<file path="src/rtl/axi4_wr_ctrl.sv">
// AXI4 write-channel front end: accepts AW/W bursts, issues one single-word memory
// write per beat, and returns the B response. Burst-level errors suppress all writes.
module axi4_wr_ctrl #(
  parameter int ADDR_WIDTH     = 16,
  parameter int DATA_WIDTH     = 32,
  parameter int MEM_DEPTH      = 1024,
  parameter int MEM_ADDR_WIDTH = 10
) (
  input  logic                      ACLK,
  input  logic                      ARESETn,
  input  logic [ADDR_WIDTH-1:0]     AWADDR,
  input  logic [7:0]                AWLEN,
  input  logic [2:0]                AWSIZE,
  input  logic [1:0]                AWBURST,
  input  logic                      AWVALID,
  output logic                      AWREADY,
  input  logic [DATA_WIDTH-1:0]     WDATA,
  input  logic                      WLAST,
  input  logic                      WVALID,
  output logic                      WREADY,
  output logic [1:0]                BRESP,
  output logic                      BVALID,
  input  logic                      BREADY,
  output logic                      mem_en,
  output logic                      mem_we,
  output logic [MEM_ADDR_WIDTH-1:0] mem_addr,
  output logic [DATA_WIDTH-1:0]     mem_wdata
);

  typedef enum logic [1:0] {IDLE, DATA, RESP} state_e;

  localparam logic [31:0] MEM_BYTES = 32'(MEM_DEPTH) * 32'd4;

  state_e                    state_q, state_d;
  logic                      awready_q, awready_d;
  logic                      wready_q, wready_d;
  logic                      bvalid_q, bvalid_d;
  logic [1:0]                bresp_q, bresp_d;
  logic                      mem_en_q, mem_en_d;
  logic                      mem_we_q, mem_we_d;
  logic [MEM_ADDR_WIDTH-1:0] mem_addr_q, mem_addr_d;
  logic [DATA_WIDTH-1:0]     mem_wdata_q, mem_wdata_d;
  logic [ADDR_WIDTH-1:0]     addr_q, addr_d;
  logic [7:0]                len_q, len_d;
  logic [7:0]                cnt_q, cnt_d;
  logic [1:0]                burst_q, burst_d;
  logic                      berr_q, berr_d;
  logic                      err_q, err_d;

  logic                  w_hs, last_beat, beat_oor, beat_err, aw_berr;
  logic [ADDR_WIDTH-1:0] addr_plus4, wrap_mask, next_addr;

  always_comb begin
    // NOTE: every signal written here gets a default first, so no latch can be inferred.
    state_d     = state_q;
    awready_d   = awready_q;
    wready_d    = wready_q;
    bvalid_d    = bvalid_q;
    bresp_d     = bresp_q;
    mem_en_d    = 1'b0;
    mem_we_d    = 1'b0;
    mem_addr_d  = mem_addr_q;
    mem_wdata_d = mem_wdata_q;
    addr_d      = addr_q;
    len_d       = len_q;
    cnt_d       = cnt_q;
    burst_d     = burst_q;
    berr_d      = berr_q;
    err_d       = err_q;

    w_hs       = WVALID && wready_q;
    last_beat  = (cnt_q == 8'd0);
    beat_oor   = !({{(32-ADDR_WIDTH){1'b0}}, addr_q} < MEM_BYTES);
    beat_err   = beat_oor || (WLAST != last_beat);
    aw_berr    = (AWSIZE != 3'b010) || (AWBURST == 2'b11) ||
                 ((AWBURST == 2'b10) && !(AWLEN inside {8'd1, 8'd3, 8'd7, 8'd15}));
    addr_plus4 = addr_q + ADDR_WIDTH'(4);
    // Wrap window is (len+1)*4 bytes; legal wrap lengths make that len*4+3 as a mask.
    wrap_mask  = ADDR_WIDTH'({len_q, 2'b11});

    case (burst_q)
      2'b00:   next_addr = addr_q;
      2'b10:   next_addr = (addr_q & ~wrap_mask) | (addr_plus4 & wrap_mask);
      default: next_addr = addr_plus4;
    endcase

    case (state_q)
      IDLE: begin
        awready_d = 1'b1;
        wready_d  = 1'b0;
        if (AWVALID && awready_q) begin
          addr_d    = AWADDR;
          len_d     = AWLEN;
          cnt_d     = AWLEN;
          burst_d   = AWBURST;
          berr_d    = aw_berr;
          err_d     = aw_berr;
          awready_d = 1'b0;
          wready_d  = 1'b1;
          state_d   = DATA;
        end
      end
      DATA: begin
        if (w_hs) begin
          if (!beat_oor && !berr_q) begin
            mem_en_d    = 1'b1;
            mem_we_d    = 1'b1;
            mem_addr_d  = addr_q[MEM_ADDR_WIDTH+1:2];
            mem_wdata_d = WDATA;
          end
          err_d  = err_q || beat_err;
          addr_d = next_addr;
          cnt_d  = cnt_q - 8'd1;
          if (last_beat) begin
            wready_d = 1'b0;
            bvalid_d = 1'b1;
            bresp_d  = (err_q || beat_err) ? 2'b10 : 2'b00;
            state_d  = RESP;
          end
        end
      end
      RESP: begin
        if (BREADY) begin
          bvalid_d  = 1'b0;
          awready_d = 1'b1;
          state_d   = IDLE;
        end
      end
      default: state_d = IDLE;
    endcase
  end

  always_ff @(posedge ACLK) begin
    // NOTE: state is updated with non-blocking assignments so every flop samples pre-edge values.
    if (!ARESETn) begin
      state_q     <= IDLE;
      awready_q   <= 1'b0;
      wready_q    <= 1'b0;
      bvalid_q    <= 1'b0;
      bresp_q     <= 2'b00;
      mem_en_q    <= 1'b0;
      mem_we_q    <= 1'b0;
      mem_addr_q  <= '0;
      mem_wdata_q <= '0;
      addr_q      <= '0;
      len_q       <= '0;
      cnt_q       <= '0;
      burst_q     <= '0;
      berr_q      <= 1'b0;
      err_q       <= 1'b0;
    end else begin
      state_q     <= state_d;
      awready_q   <= awready_d;
      wready_q    <= wready_d;
      bvalid_q    <= bvalid_d;
      bresp_q     <= bresp_d;
      mem_en_q    <= mem_en_d;
      mem_we_q    <= mem_we_d;
      mem_addr_q  <= mem_addr_d;
      mem_wdata_q <= mem_wdata_d;
      addr_q      <= addr_d;
      len_q       <= len_d;
      cnt_q       <= cnt_d;
      burst_q     <= burst_d;
      berr_q      <= berr_d;
      err_q       <= err_d;
    end
  end

  assign AWREADY   = awready_q;
  assign WREADY    = wready_q;
  assign BVALID    = bvalid_q;
  assign BRESP     = bresp_q;
  assign mem_en    = mem_en_q;
  assign mem_we    = mem_we_q;
  assign mem_addr  = mem_addr_q;
  assign mem_wdata = mem_wdata_q;

endmodule

</file>
<file path="config.mk">
export PLATFORM = sky130hd
export DESIGN_NAME = axi4_wr_ctrl
export DESIGN_NICKNAME = d
export VERILOG_FILES = /design/src/rtl/axi4_wr_ctrl.sv
export SDC_FILE = /design/constraint.sdc
export NUM_CORES = 1
export LEC_CHECK = 0
export ABC_AREA = 0
export CAP_MARGIN = 25
export CELL_PAD_IN_SITES_DETAIL_PLACEMENT = 2
export CELL_PAD_IN_SITES_GLOBAL_PLACEMENT = 2
export CORE_MARGIN = 8
export CORE_UTILIZATION = 35
export DETAILED_ROUTE_END_ITERATION = 16
export DONT_BUFFER_PORTS = 1
export PLACE_DENSITY_LB_ADDON = 0.1
export SKIP_CTS_REPAIR_TIMING = 1
export SKIP_LAST_GASP = 1
export SLEW_MARGIN = 5
export SYNTH_ARGS = -nofsm -noshare
export SYNTH_HDL_FRONTEND = slang
export SYNTH_SLANG_ARGS = --single-unit
export TNS_END_PERCENT = 100
</file>
<file path="constraint.sdc">
create_clock -name ACLK -period 3.6 [get_ports ACLK]
set_input_delay 0.72 -clock ACLK [delete_from_list [all_inputs] [get_ports ACLK]]
set_output_delay 0.72 -clock ACLK [all_outputs]
set_load 0.05 [all_outputs]
</file>
==> summary by stage, run 1 <==
Power and ir drop
The total power density per cell area is 438.9 nW/µm². For this design the static power due to leakage is around 1.4 nW. The net switching share of the total power is 27.02%.

The power dissipated by switching net loads is between 0.4 and 0.5 mW. The relative contribution of sequential cells to total power is a little under three fifths. Of the total power, the clock network draws 34.7%. The maximum resistive drop on vdd is ~160 µV. The internal power is 1.308 mW.

The combinational fraction of design power is between 10% and 20%.

Floorplanning
In this run the vertical extent of the chip is ~120 µm. Pin placement for this block handled around 120 I/O pins. The region available for standard cell placement spans 10840 µm². The die covers between 10000 and 15000 µm². The die is between 100 and 150 µm wide. The initial utilization of the core area, before any placement, comes to about 36%.

The row count is 38.

Status
The flow ran to the end, and the final reports show no timing, DRC or antenna violations.

Routing
After detailed routing, the average wire length per cell comes to 19.38 µm. Dividing the detail-routed via count by the number of cells gives ~5.5. After detailed routing, the number of remaining DRC violations is 0. The via count is 3385. The first detailed-routing pass ran for 4 iterations. The initial detailed-routing violation count is ~140. The count of antenna-violating nets left after detailed routing is 0. The total detailed-routing wirelength is approximately 12000 µm.

Worst setup path
STA classifies the critical path startpoint as a flip-flop. The sort of element at the end of the critical path is a flip-flop. The critical path contains buffers and inverters numbering 0 combined. The endpoint identified for the worst register-to-register timing path is addr_q[15].

The critical path is of the flip-flop to flip-flop type. Data arrives at the worst endpoint at about 2.6 ns. On the worst path, the slowest cell contributes a delay of a little over 0.7 ns. The cell depth of the worst flop-to-flop path is 5. The worst setup path startpoint is WREADY. The critical path depth is 5. For the worst setup path, the data required time is approximately 3.9 ns.

Grouping stages by cell kind, the critical path spends the most delay in compound AO/OA/AOI/OAI gates. The signal on the critical path passes through nand3_1 -> a21o_1 -> nor2_1 -> o21ai_0 -> a32o_1. The highest net fanout along the worst path is 11. The capture point of the critical path is addr_q[15]. Among all stages on the critical path, the largest delay is contributed by sky130_fd_sc_hd__dfxtp_1. The launch point of the worst reg-to-reg path is WREADY.

The flop-to-flop setup slack is roughly 1.2 ns.

Global route
The met3 demand-to-capacity share in global routing is under 10%. For met1 alone, demand over resource in global routing was a little under a fifth. The busiest layer in global routing is met2.

The first-pass GRT wire length is between 15000 and 20000 µm. For this run, the total global-route usage over all layers was measured as approximately 16%. The total congestion overflow after global routing is 0.

The number of antenna violations at the first check in global routing is 0. Global routing used between 20% and 30% of the available met2 tracks. Entering global routing, the biggest net connects between 80 and 90 pins.

The via count of the first global-routing pass is 3637.

Synthesis
The area share of the largest cell type after synthesis is 42.85%. The main combinational cell family by area after synthesis is compound AO/OA/AOI/OAI gates. The most used standard cell by instance count after synthesis is sky130_fd_sc_hd__nand2_1. The synthesized netlist devotes between 20% and 30% of its cell area to simple gates. The count of flip-flops with a built-in enable after synthesis is 0. Synthesis handed over a netlist of ~480 instances. The post-synthesis area per instance is between 8 and 9 µm². The proportion of synthesized flip-flops having asynchronous set or reset is 0%. The net count after synthesis is around 550. Summing every instance area after synthesis gives around 3900 µm². The multiplexer area fraction after synthesis is 0.2581%. The post-synthesis compound-gate area fraction is around a quarter. Summed over all instances, the cell type with the most area after synthesis is sky130_fd_sc_hd__dfxtp_1. The dominant synthesized flop cell is sky130_fd_sc_hd__dfxtp_1. Synthesis inferred 83 register bits. Counting instances in the post-synthesis netlist gives the leading cell types as sky130_fd_sc_hd__nand2_1, sky130_fd_sc_hd__dfxtp_1, sky130_fd_sc_hd__a21boi_1. During synthesis, Yosys emitted a total of 0 warnings. After synthesis, flip-flops and latches occupy between 40% and 50% of the total area. The count of unique library cells instantiated by Yosys is between 50 and 60.

The share of the synthesized netlist area taken by xor and xnor gates is 1.129%. The synthesized-area fraction occupied by adder cells is less than 1%. By area the synthesized netlist is led by sky130_fd_sc_hd__dfxtp_1, sky130_fd_sc_hd__nand2_1, sky130_fd_sc_hd__a21boi_1.

Placed design
The final estimated routing congestion in global placement is ~0.75. After detailed placement, the design holds a cell count of around 600. The number of port buffers is 0. Summing all placed instances gives a cell area of 3913 µm².

The HPWL reported at the end of detailed placement is ~8700 µm.

STA
At the pin with the least slew margin, the transition time is 0.9530 ns. Subtracting the final worst setup slack from the clock period gives about 2.4 ns. The number of pins with negative max-slew slack in the final report is 0. The final-report setup violation count is 0.

The maximum clock skew at final layout is between 0.01 and 0.015 ns. Setup repair after global routing left no endpoint under its margin. The share of the clock period used by the worst path after layout is approximately 66%. The number of hold violations in the final report is 0. On the final layout, the worst hold slack is about 0.47 ns. The headroom to the max-slew limit is 36.38%. The setup TNS after final layout is 0 ns.

Timing would allow up to ~420 MHz.

Clock tree
The clock-pin transition on the worst setup and hold timing paths is about 0.09 ns. In this run, CTS created clock tree buffers numbering 9. The clock reaches the later pin of the worst-skew pair after between 0.3 and 0.4 ns.

Counting every sink on the clock net gives 83. TritonCTS built the clock tree. In this run the clock root is driven by a sky130_fd_sc_hd__clkbuf_8. The maximum level of the CTS H-tree is 3.

The deepest clock path buffer count is 2.

Job
Across the run, the number of max-cap violations was 0.

Layout
From synthesis to final layout, the design area changed by 5.357%. The number of standard cells in the layout, taps in and fillers out is around 610. The number of inserted diodes is 0. The layout has approximately 1300 filler cells. The layout cell share with drive strength beyond 1 is around 5.7%.

After routing the design area is around 4100 µm². At the end of the flow the core is filled with cells to a little under two fifths. The number of nets in the layout is between 500 and 600.

Min path
The tightest min-delay check is of the flip-flop to flip-flop type. The number of cells on the worst hold path is 2.
==> worst reg2reg max path: cells and delay by family (launching register included) <==
| kind | cells | cell delay [ns] |
|---|---|---|
| DFF | 1 | 0.71 |
| AOI/OAI and AO/OA | 3 | 0.83 |
| and+or+nand+nor | 2 | 0.73 |
==> power groups by stage <==
| stage | sequential [mW] | clock [mW] | combinational [mW] |
|---|---|---|---|
| detailed placement | 1.01 | 0 | 0.184 |
| CTS | 0.988 | 0.654 | 0.185 |
| finish | 0.988 | 0.623 | 0.182 |
| floorplan | 0.996 | 0 | 0.154 |
| global route | 0.994 | 0.696 | 0.206 |
| global placement | 1.01 | 0 | 0.175 |
==> cell usage in the layout (no fill, tap or decap), drive strengths merged, types with 4 or more instances in the layout <==
cell type,netlist,layout
nand2,124,124
dfxtp,83,83
a21boi,55,55
nor2,33,33
o21ai,28,28
a21oi,23,23
clkbuf,17,14
nand3,10,10
inv,6,6
buf,16,6
nor3,6,6
and2,5,5
a221oi,4,4
nand2b,4,4
o211ai,4,4
nor4,4,4
==> through the flow <==
stage / power [mW] / worst slack, ns
2_1_floorplan: 1.151 / 1.665
3_5_place_dp: 1.194 / 1.215
5_1_grt: 1.896 / 1.097
3_3_place_gp: 1.183 / 1.229
6_report: 1.793 / 1.210
4_1_cts: 1.827 / 1.188
==> area by class of cell <==
| class | count | area, µm² | area share [%] |
|---|---|---|---|
| Multi-Input combinational cell | 360 | 2008 | 49.16 |
| Clock inverter | 2 | 10.01 | 0.2450 |
| Sequential cell | 83 | 1662 | 40.67 |
| Clock buffer | 14 | 162.7 | 3.982 |
| Tap cell | 140 | 175.2 | 4.288 |
| Inverter | 6 | 22.52 | 0.5513 |
| Timing Repair Buffer | 6 | 45.04 | 1.103 |
==> worst min path at each step <==
stage	to	slack (ns)	startpoint
after floorplan	len_q[1]	0.44	len_q[1]
after global placement	len_q[2]	0.45	len_q[2]
after detailed placement	len_q[2]	0.46	len_q[2]
after CTS	state_q[1]	0.46	ARESETn
after global routing	mem_wdata[0]	0.46	WDATA[0]
final	len_q[2]	0.47	len_q[2]
==> metal layers <==
layer | vias to the layer above | share of wire [%]
li1 | 1628 | -
met1 | 1664 | 42
met2 | 80 | 48
met3 | 13 | 7.9
met4 | 0 | 1.5
met5 | - | 0
==> state kept, by name (all words and copies together) (netlist names), 2 cells and up, named ones only <==
name / cells
len_q: 8
state_q: 2
mem_wdata: 32
cnt_q: 8
mem_addr: 10
burst_q: 2
addr_q: 7
==> kinds of logic (layout without fill, tap and decap cells) <==
group                      after synthesis  in the layout
AOI/OAI and AO/OA                      143            143
xor gates and xnor gates                 5              5
adders and majority gates                3              3
buffers and inverters                   39             28
DFF                                     83             83
muxes                                    1              1
other                                    1              1
and+or+nand+nor                        207            207
Note: power is estimated with default switching activity, not from simulation.
==> inputs of run 2 (changes only) <==
--- a/config.mk
+++ b/config.mk
@@ -5,12 +5,12 @@
 export SDC_FILE = /design/constraint.sdc
 export NUM_CORES = 1
 export LEC_CHECK = 0
-export ABC_AREA = 0
+export ABC_AREA = 1
 export CAP_MARGIN = 25
 export CELL_PAD_IN_SITES_DETAIL_PLACEMENT = 2
 export CELL_PAD_IN_SITES_GLOBAL_PLACEMENT = 2
 export CORE_MARGIN = 8
-export CORE_UTILIZATION = 35
+export CORE_UTILIZATION = 33
 export DETAILED_ROUTE_END_ITERATION = 16
 export DONT_BUFFER_PORTS = 1
 export PLACE_DENSITY_LB_ADDON = 0.1
==> constraint.sdc (replaced) <==
create_clock -name ACLK -period 2.3 [get_ports ACLK]
set_input_delay 0.46 -clock ACLK [delete_from_list [all_inputs] [get_ports ACLK]]
set_output_delay 0.46 -clock ACLK [all_outputs]
set_load 0.05 [all_outputs]
==> run 2 against run 1 <==
Effect of this change: maximum frequency is 29% higher; synthesized area decreased by 1.3%; count of clock-buffer cells in the layout down 3; final area increased by 4.5%; sequential power increased by 87%; critical path depth is 7 higher; die area increased by 4.1%; synthesized cell count is 17% higher.
==> summary by stage, run 2 <==
STA
The setup TNS after final layout came to 0 ns (unchanged). The post-route minimum period was 1.858 ns (-0.5321 ns). The slew at the pin closest to its max-slew limit is 0.7431 ns (-0.2099 ns).

The number of hold violations in the final report is 0 (unchanged). The share of the clock period used by the worst path after layout is 80.79% (+14 points). The maximum clock skew at final layout is 0.01176 ns (+0.001745 ns). The number of pins with negative max-slew slack in the final report is 0 (unchanged). The headroom to the max-slew limit was 50.27% (+14 points). The maximum achievable frequency was 538.2 MHz (+29%).

Setup repair after global routing left no endpoint under its margin. The final-report setup violation count is 0 (unchanged).

Synthesis
sky130_fd_sc_hd__dfxtp_1 takes more of the synthesized area than any other cell. The area fraction in and, or, nand and nor cells after synthesis is 27.75% (+3.6 points). The part of the Yosys area used for sequential elements was 43.41% (+0.56 points). The most used standard cell by instance count after synthesis is sky130_fd_sc_hd__nor2_1.

After synthesis, the most frequently instantiated cells are sky130_fd_sc_hd__nor2_1, sky130_fd_sc_hd__nand2_1, sky130_fd_sc_hd__dfxtp_1. The net count after synthesis is 634 (+15%). The area share of the largest cell type after synthesis came to 43.41% (+0.56 points). The post-synthesis sequential element count is 83 (unchanged). The main combinational cell family by area after synthesis is simple AND/OR/NAND/NOR gates.

The post-synthesis instance total is 564 (+17%). After synthesis, the cell types taking the most area are sky130_fd_sc_hd__dfxtp_1, sky130_fd_sc_hd__nor2_1, sky130_fd_sc_hd__nand2_1. The count of unique library cells instantiated by Yosys is 30 (-47%).

The synthesized-area fraction occupied by adder cells was 0.9807% (+0.013 points). The synthesized cell area is 3827 µm² (-1.3%). For this run, the leading register cell type out of synthesis is sky130_fd_sc_hd__dfxtp_1. The proportion of synthesized flip-flops having asynchronous set or reset was 0% (unchanged). The multiplexer area fraction after synthesis came to 0.2615% (+0.0034 points).

The share of the synthesized netlist area taken by xor and xnor gates came to 1.831% (+0.70 points). The count of flip-flops with a built-in enable after synthesis was 0 (unchanged). The count of synthesis-stage warnings from yosys is 0 (unchanged). The post-synthesis area per instance was 6.786 µm² (-16%). The post-synthesis compound-gate area fraction is 17.49% (-7.7 points).

Clock tree
The cell at the root of the clock tree is sky130_fd_sc_hd__clkbuf_16. The clock-pin transition on the worst setup and hold timing paths came to 0.07 ns (-0.02 ns). The clock insertion delay at the later pin of the skew report was 0.34 ns (-0.02 ns).

The maximum level of the CTS H-tree was 3 (unchanged). TritonCTS built the clock tree. The count of clock tree sinks was 83 (unchanged).

The deepest clock path buffer count is 2 (unchanged). The number of CTS-inserted buffers is 9 (unchanged).

Global route
The via count of the first global-routing pass came to 4135 (+14%). The pin count of the biggest net entering global routing is 74 (-16%). The total congestion overflow after global routing is 0 (unchanged). The first-pass GRT wire length was 20940 µm (+9.9%). The number of antenna violations at the first check in global routing is 0 (unchanged). The overall fraction of global-route tracks in use was 17.56% (+1.1 points).

Floorplanning
The horizontal die dimension is 123.7 µm (+2.0%). The height of the chip is 123.7 µm (+2.0%). The effective utilization at floorplan is 33.66% (-2.1 points).

The I/O pin total is 116 (unchanged). The row count is 39 (+2.6%). The overall die area came to 15300 µm² (+4.1%). The core area is 11370 µm² (+4.9%).

Worst setup path
The setup path with the least slack is of type flip-flop to flip-flop. The startpoint identified for the worst register-to-register timing path is state_q[0]. The worst endpoint required time is 2.53 ns (-1.32 ns). The cell depth of the worst flop-to-flop path is 12 (+7).

STA classifies the critical path endpoint as a flip-flop. The worst setup path is launched from a flip-flop. The data arrival time of the critical path was 2.09 ns (-0.55 ns). The highest net fanout along the worst path is 18 (+7). The worst setup path startpoint is state_q[0].

Layout
The layout cell share with drive strength beyond 1 is 5.851% (+0.12 points). The library cell used most frequently in the layout, excluding fill and tap cells, is sky130_fd_sc_hd__nor2_1. The number of inserted diodes is 0 (unchanged). The utilization of the core after routing came to 37.56% (-0.13 points).

The area growth from synthesis to layout is 11.57%. In the layout the commonest cells are sky130_fd_sc_hd__nor2_1, sky130_fd_sc_hd__nand2_1, sky130_fd_sc_hd__dfxtp_1. The number of standard cells in the layout, taps in and fillers out was 707 (+16%). The number of flip-flops in the largest register is 32 (unchanged).

The number of nets in the layout is 629 (+17%).

Routing
The count of antenna-violating nets left after detailed routing came to 0 (unchanged). The number of optimization iterations in the first detailed-route pass is 4 (unchanged). The initial detailed-routing violation count is 154 (+7.7%). The total detailed-routing wirelength is 13120 µm (+11%).

The via count normalized by instance count is 5.249 (-5.3%). The detailed-route DRC error count was 0 (unchanged). The average detailed-routed wire length per instance is 18.56 µm (-4.2%). The via count is 3711 (+9.6%).

Status
The run finished with clean final reports.

Placed design
The number of port buffers is 0 (unchanged). The count of placed standard cells including taps is 691 (+16%). The final estimated routing congestion in global placement is 0.7658 (+2.2%). The HPWL reported at the end of detailed placement was 9736 µm (+12%).

Job
The max-capacitance violation count is 0 (unchanged).

Power and ir drop
The clock network fraction of design power is 31.2% (-3.5 points). The total power density per cell area is 1118 nW/µm² (+150%). The combinational fraction of design power is 30.0% (+20 points).

The net switching share of the total power is 38.11% (+11 points). The maximum resistive drop on vdd is 548.2 µV (+250%). The sum of internal, switching and leakage power came to 4.774 mW (+170%). The internal power is 2.955 mW (+130%).

The power dissipated by switching net loads is 1.819 mW (+280%). The relative contribution of sequential cells to total power is 38.8% (-16 points). The static leakage was 1.907 nW (+38%).

Min path
The launch point of the worst hold path is ARESETn. The number of cells on the worst hold path is 2 (unchanged). The class of the tightest hold or removal check is input pin to flip-flop.
==> run 2: changes by cell type in the layout (fill, tap and decap cells not counted), moves of 10 or more <==
cell / before / now
sky130_fd_sc_hd__inv_1: 6 / 48
sky130_fd_sc_hd__o21ai_0: 25 / 72
sky130_fd_sc_hd__a21oi_1: 23 / 44
sky130_fd_sc_hd__clkbuf_8: 11 / 1
sky130_fd_sc_hd__nand2_1: 124 / 97
sky130_fd_sc_hd__nor2_1: 33 / 121
sky130_fd_sc_hd__a21boi_0: 15 / 0
sky130_fd_sc_hd__nand3_1: 9 / 29
sky130_fd_sc_hd__a21boi_1: 40 / 0
==> run 2: critical path, cell delays in order, from the launching register on <==
cell                      delay [ns]
sky130_fd_sc_hd__dfxtp_1        0.42
sky130_fd_sc_hd__inv_2          0.11
sky130_fd_sc_hd__nor2_4         0.12
sky130_fd_sc_hd__buf_4          0.27
sky130_fd_sc_hd__nand2_1        0.17
sky130_fd_sc_hd__o21ai_1        0.12
sky130_fd_sc_hd__inv_1          0.10
sky130_fd_sc_hd__nand2_1        0.10
sky130_fd_sc_hd__inv_2          0.09
sky130_fd_sc_hd__nand2_1        0.10
sky130_fd_sc_hd__nand2_1        0.06
sky130_fd_sc_hd__nand2_1        0.05
sky130_fd_sc_hd__nor2_1         0.04
==> run 2: cell type report <==
| class | instances | area (µm²) |
|---|---|---|
| Clock buffer | 11 | 242.7 |
| Clock inverter | 5 | 60.06 |
| Fill cell | 1384 | 7099 |
| Inverter | 51 | 191.4 |
| Multi-Input combinational cell | 403 | 1853 |
| Sequential cell | 83 | 1662 |
| Tap cell | 143 | 178.9 |
| Timing Repair Buffer | 11 | 82.58 |
==> run 2: final timing paths <==
kind	end	slack [ns]
max	flip-flop	0.44
min	flip-flop	0.25
min reg2reg	len_q[3]	0.46
max reg2reg	flip-flop	0.44
==> run 2: per-layer routing <==
metal	up-vias	GRT usage, %	share of wire (%)
met5	-	0	0
met4	0	3.913	0.94
met3	8	7.661	8.1
met2	82	30.99	50
met1	1825	19.02	40
li1	1796	-	-
==> run 2: cell families (layout without fill, tap and decap cells) <==
logic type / count (synthesis) / count (layout)
adder cells (fa/ha/maj): 3 / 3
flip-flops: 83 / 83
multiplexers: 1 / 1
AND/OR/NAND/NOR: 261 / 261
AO/OA/AOI/OAI: 129 / 129
buffers and inverters: 78 / 78
other: 1 / 1
XOR/XNOR: 8 / 8
==> run 2: power groups by stage <==
stage          registers [mW]  logic [mW]  clock network [mW]
2_1_floorplan            1.85        1.02                   0
3_3_place_gp             1.87        1.35                   0
3_5_place_dp             1.89        1.44                   0
4_1_cts                  1.85        1.46                1.53
5_1_grt                  1.88        1.66                1.60
6_report                 1.85        1.43                1.49
==> run 2: per-stage QoR <==
stage / hold WS, ns / cell area (µm²) / setup slack (ns)
2_1_floorplan: 0.4297 / 3827 / 0.6521
3_5_place_dp: 0.4597 / 3968 / 0.4319
4_1_cts: 0.2312 / 4270 / 0.4007
3_3_place_gp: 0.4510 / 3968 / 0.4784
6_report: 0.2491 / 4270 / 0.4418
5_1_grt: 0.2352 / 4270 / 0.2350
==> inputs of run 3 (changes only) <==
--- a/config.mk
+++ b/config.mk
@@ -5,12 +5,12 @@
 export SDC_FILE = /design/constraint.sdc
 export NUM_CORES = 1
 export LEC_CHECK = 0
-export ABC_AREA = 1
+export ABC_AREA = 0
 export CAP_MARGIN = 25
 export CELL_PAD_IN_SITES_DETAIL_PLACEMENT = 2
 export CELL_PAD_IN_SITES_GLOBAL_PLACEMENT = 2
 export CORE_MARGIN = 8
-export CORE_UTILIZATION = 33
+export CORE_UTILIZATION = 32
 export DETAILED_ROUTE_END_ITERATION = 16
 export DONT_BUFFER_PORTS = 1
 export PLACE_DENSITY_LB_ADDON = 0.1
==> constraint.sdc (replaced) <==
create_clock -name ACLK -period 1.7 [get_ports ACLK]
set_input_delay 0.34 -clock ACLK [delete_from_list [all_inputs] [get_ports ACLK]]
set_output_delay 0.34 -clock ACLK [all_outputs]
set_load 0.05 [all_outputs]
==> run 3 against run 2 <==
Effect of this change: the run now ends with setup timing left; sequential power increased by 12%; flip-flop and latch count is the same; non-clock buffer count grew 50; wire length grew 7.6%; final area rose by 15%; via count fell by 1.9%; power fell by 0.38%; count of clock-buffer cells in the layout rose by 1; combinational power fell by 61%; clock power grew 43%; critical path type unchanged; highest routed layer unchanged.
==> summary by stage, run 3 (same netlist as run 1, synthesis figures left out) <==
Status
The run finished, with violations left. The checks that failed: setup timing.

Global route
The overall fraction of global-route tracks in use is 16.87% (-0.69 points). The number of antenna violations at the first check in global routing came to 0 (unchanged). The pin count of the biggest net entering global routing was 88 (+19%). The first-pass GRT wire length came to 21390 µm (+2.1%). The via count of the first global-routing pass was 3961 (-4.2%).

The total congestion overflow after global routing came to 0 (unchanged).

Layout
The number of standard cells in the layout, taps in and fillers out is 671 (-5.1%). The number of nets in the layout was 591 (-6.0%). The layout cell share with drive strength beyond 1 is 22.52% (+17 points).

The area growth from synthesis to layout is 26.88%. The top cell types in the final layout, fill and taps aside, are sky130_fd_sc_hd__nand2_1, sky130_fd_sc_hd__dfxtp_1, sky130_fd_sc_hd__buf_4. The number of flip-flops in the largest register is 32 (unchanged).

The number of inserted diodes is 0 (unchanged). The library cell used most frequently in the layout, excluding fill and tap cells, is sky130_fd_sc_hd__nand2_1.

STA
The maximum achievable frequency is 548.0 MHz (+1.8%). The post-route minimum period came to 1.825 ns (-0.03353 ns). The slew at the pin closest to its max-slew limit is 0.5686 ns (-0.1745 ns). The maximum clock skew at final layout is 0.009558 ns (-0.002202 ns). The final-layout worst hold slack is 0.1268 ns (-0.1224 ns). The share of the clock period used by the worst path after layout is 107.3% (+27 points).

Setup repair after global routing could not meet its margin everywhere. The headroom to the max-slew limit is 62.04% (+12 points). The number of pins with negative max-slew slack in the final report is 0 (unchanged). The setup TNS after final layout is -4.218 ns (-4.218 ns). The final-report setup violation count is 43 (+43).

The least setup slack across all paths after layout is -0.1247 ns (-0.5665 ns). The number of hold violations in the final report is 0 (unchanged).

Clock tree
The deepest clock path buffer count came to 2 (unchanged). The count of clock tree sinks is 83 (unchanged). TritonCTS built the clock tree. The maximum level of the CTS H-tree is 3 (unchanged).

The clock insertion delay at the later pin of the skew report is 0.34 ns (about the same). The number of CTS-inserted buffers came to 9 (unchanged). In this run the clock root is driven by a sky130_fd_sc_hd__clkbuf_16. The clock-pin transition on the worst setup and hold timing paths is 0.06 ns (about the same).

Floorplanning
The I/O pin total is 116 (unchanged). The row count is 40 (+2.6%). The overall die area was 15890 µm² (+3.9%). The effective utilization at floorplan came to 32.55% (-1.1 points).

The horizontal die dimension is 126.1 µm (+1.9%). The core area is 11910 µm² (+4.8%). The height of the chip came to 126.1 µm (+1.9%).

Routing
The initial detailed-routing violation count is 166 (+7.8%). The detailed-route DRC error count is 0 (unchanged). The via count normalized by instance count was 5.423 (+3.3%). The average detailed-routed wire length per instance is 21.05 µm (+13%).

The via count is 3639 (-1.9%). The number of optimization iterations in the first detailed-route pass is 4 (unchanged). The count of antenna-violating nets left after detailed routing is 0 (unchanged).

The total detailed-routing wirelength came to 14120 µm (+7.6%).

Placed design
The count of placed standard cells including taps was 646 (-6.5%). The final estimated routing congestion in global placement is 0.7900 (+3.2%). The setup slack after placement is -0.09789 ns (-0.5298 ns).

The number of port buffers is 0 (unchanged). The HPWL reported at the end of detailed placement is 9748 µm (+0.13%).

Power and ir drop
The maximum resistive drop on vdd is 353.2 µV (-36%). The static leakage is 1.814 nW (-4.9%). The sum of internal, switching and leakage power was 4.756 mW (-0.38%). The total power density per cell area came to 966.7 nW/µm² (-14%).

Worst setup path
The delay contributed by the slowest stage of the critical path is 0.57 ns (+0.15 ns). The startpoint-to-endpoint class of the critical path is flip-flop to flip-flop. The signal on the critical path passes through or4_4 -> buf_6 -> nor3_4 -> buf_12 -> clkbuf_16 -> nand2_1 -> a21boi_1. The data arrival time of the critical path is 2.09 ns (about the same). The sort of element at the end of the critical path is a flip-flop. The worst endpoint required time is 1.97 ns (-0.56 ns). The number of buffer and inverter stages on the critical path is 3 (-1). The slowest library cell on the worst path is sky130_fd_sc_hd__or4_4.

The highest net fanout along the worst path came to 7 (-11). The startpoint kind of the worst setup timing path is a flip-flop. Among cell families on the critical path, the largest total delay comes from simple AND/OR/NAND/NOR gates.

Min path
The min-delay analysis places its worst path in the category input pin to flip-flop.

Job
The max-capacitance violation count is 0 (unchanged).
## run 3: cell count changes in the layout (fill, tap and decap cells not counted), moves of 9 or more
cell	before	now
sky130_fd_sc_hd__nor2_1	121	33
sky130_fd_sc_hd__o21ai_0	72	25
sky130_fd_sc_hd__inv_1	48	6
sky130_fd_sc_hd__buf_4	11	50
sky130_fd_sc_hd__a21boi_1	0	36
sky130_fd_sc_hd__a21oi_1	44	23
sky130_fd_sc_hd__nand3_1	29	8
sky130_fd_sc_hd__nand2_1	97	116
sky130_fd_sc_hd__a21boi_0	0	13
sky130_fd_sc_hd__dfxtp_1	83	74
## run 3: final cells by class
type / count / area, µm²
Clock buffer: 12 / 256.5
Clock inverter: 2 / 60.06
Fill cell: 1362 / 6992
Inverter: 6 / 22.52
Multi-Input combinational cell: 360 / 2148
Sequential cell: 83 / 1678
Tap cell: 147 / 183.9
Timing Repair Buffer: 61 / 570.5
## run 3: per-stage QoR
stage,cell area (µm²),utilization [%]
after CTS,4598,38.60
final,4920,41.30
after global routing,4920,41.30
after floorplan,3882,-
after global placement,4282,35.95
after detailed placement,4282,35.95
## run 3: worst paths after layout
path | startpoint | endpoint | slack [ns] | cells past startpoint
max | addr_q[15] | mem_wdata[6] | -0.12 | 7
max reg2reg | addr_q[15] | mem_wdata[6] | -0.12 | 7
min | WDATA[24] | mem_wdata[24] | 0.13 | 2
min reg2reg | mem_addr[9] | mem_addr[9] | 0.46 | 2
## run 3: where the power goes
group | internal, mW | switching, mW | leakage (nW)
clock | 1.35 | 0.782 | 0.155
sequential | 2.01 | 0.0622 | 0.677
combinational | 0.250 | 0.303 | 0.982
## run 3: worst register-to-register path, cell delays in order, from the launching register on
cell	delay, ns
sky130_fd_sc_hd__dfxtp_2	0.33
sky130_fd_sc_hd__or4_4	0.57
sky130_fd_sc_hd__buf_6	0.15
sky130_fd_sc_hd__nor3_4	0.19
sky130_fd_sc_hd__buf_12	0.17
sky130_fd_sc_hd__clkbuf_16	0.16
sky130_fd_sc_hd__nand2_1	0.06
sky130_fd_sc_hd__a21boi_1	0.13
## run 3: layer usage
metal  up-vias  wire [µm]  GRT usage, %
li1       1741          -             -
met2        97       6797         28.23
met4         0        167         5.732
met3        10        988         5.527
met5         -          0             0
met1      1791       6168         19.86
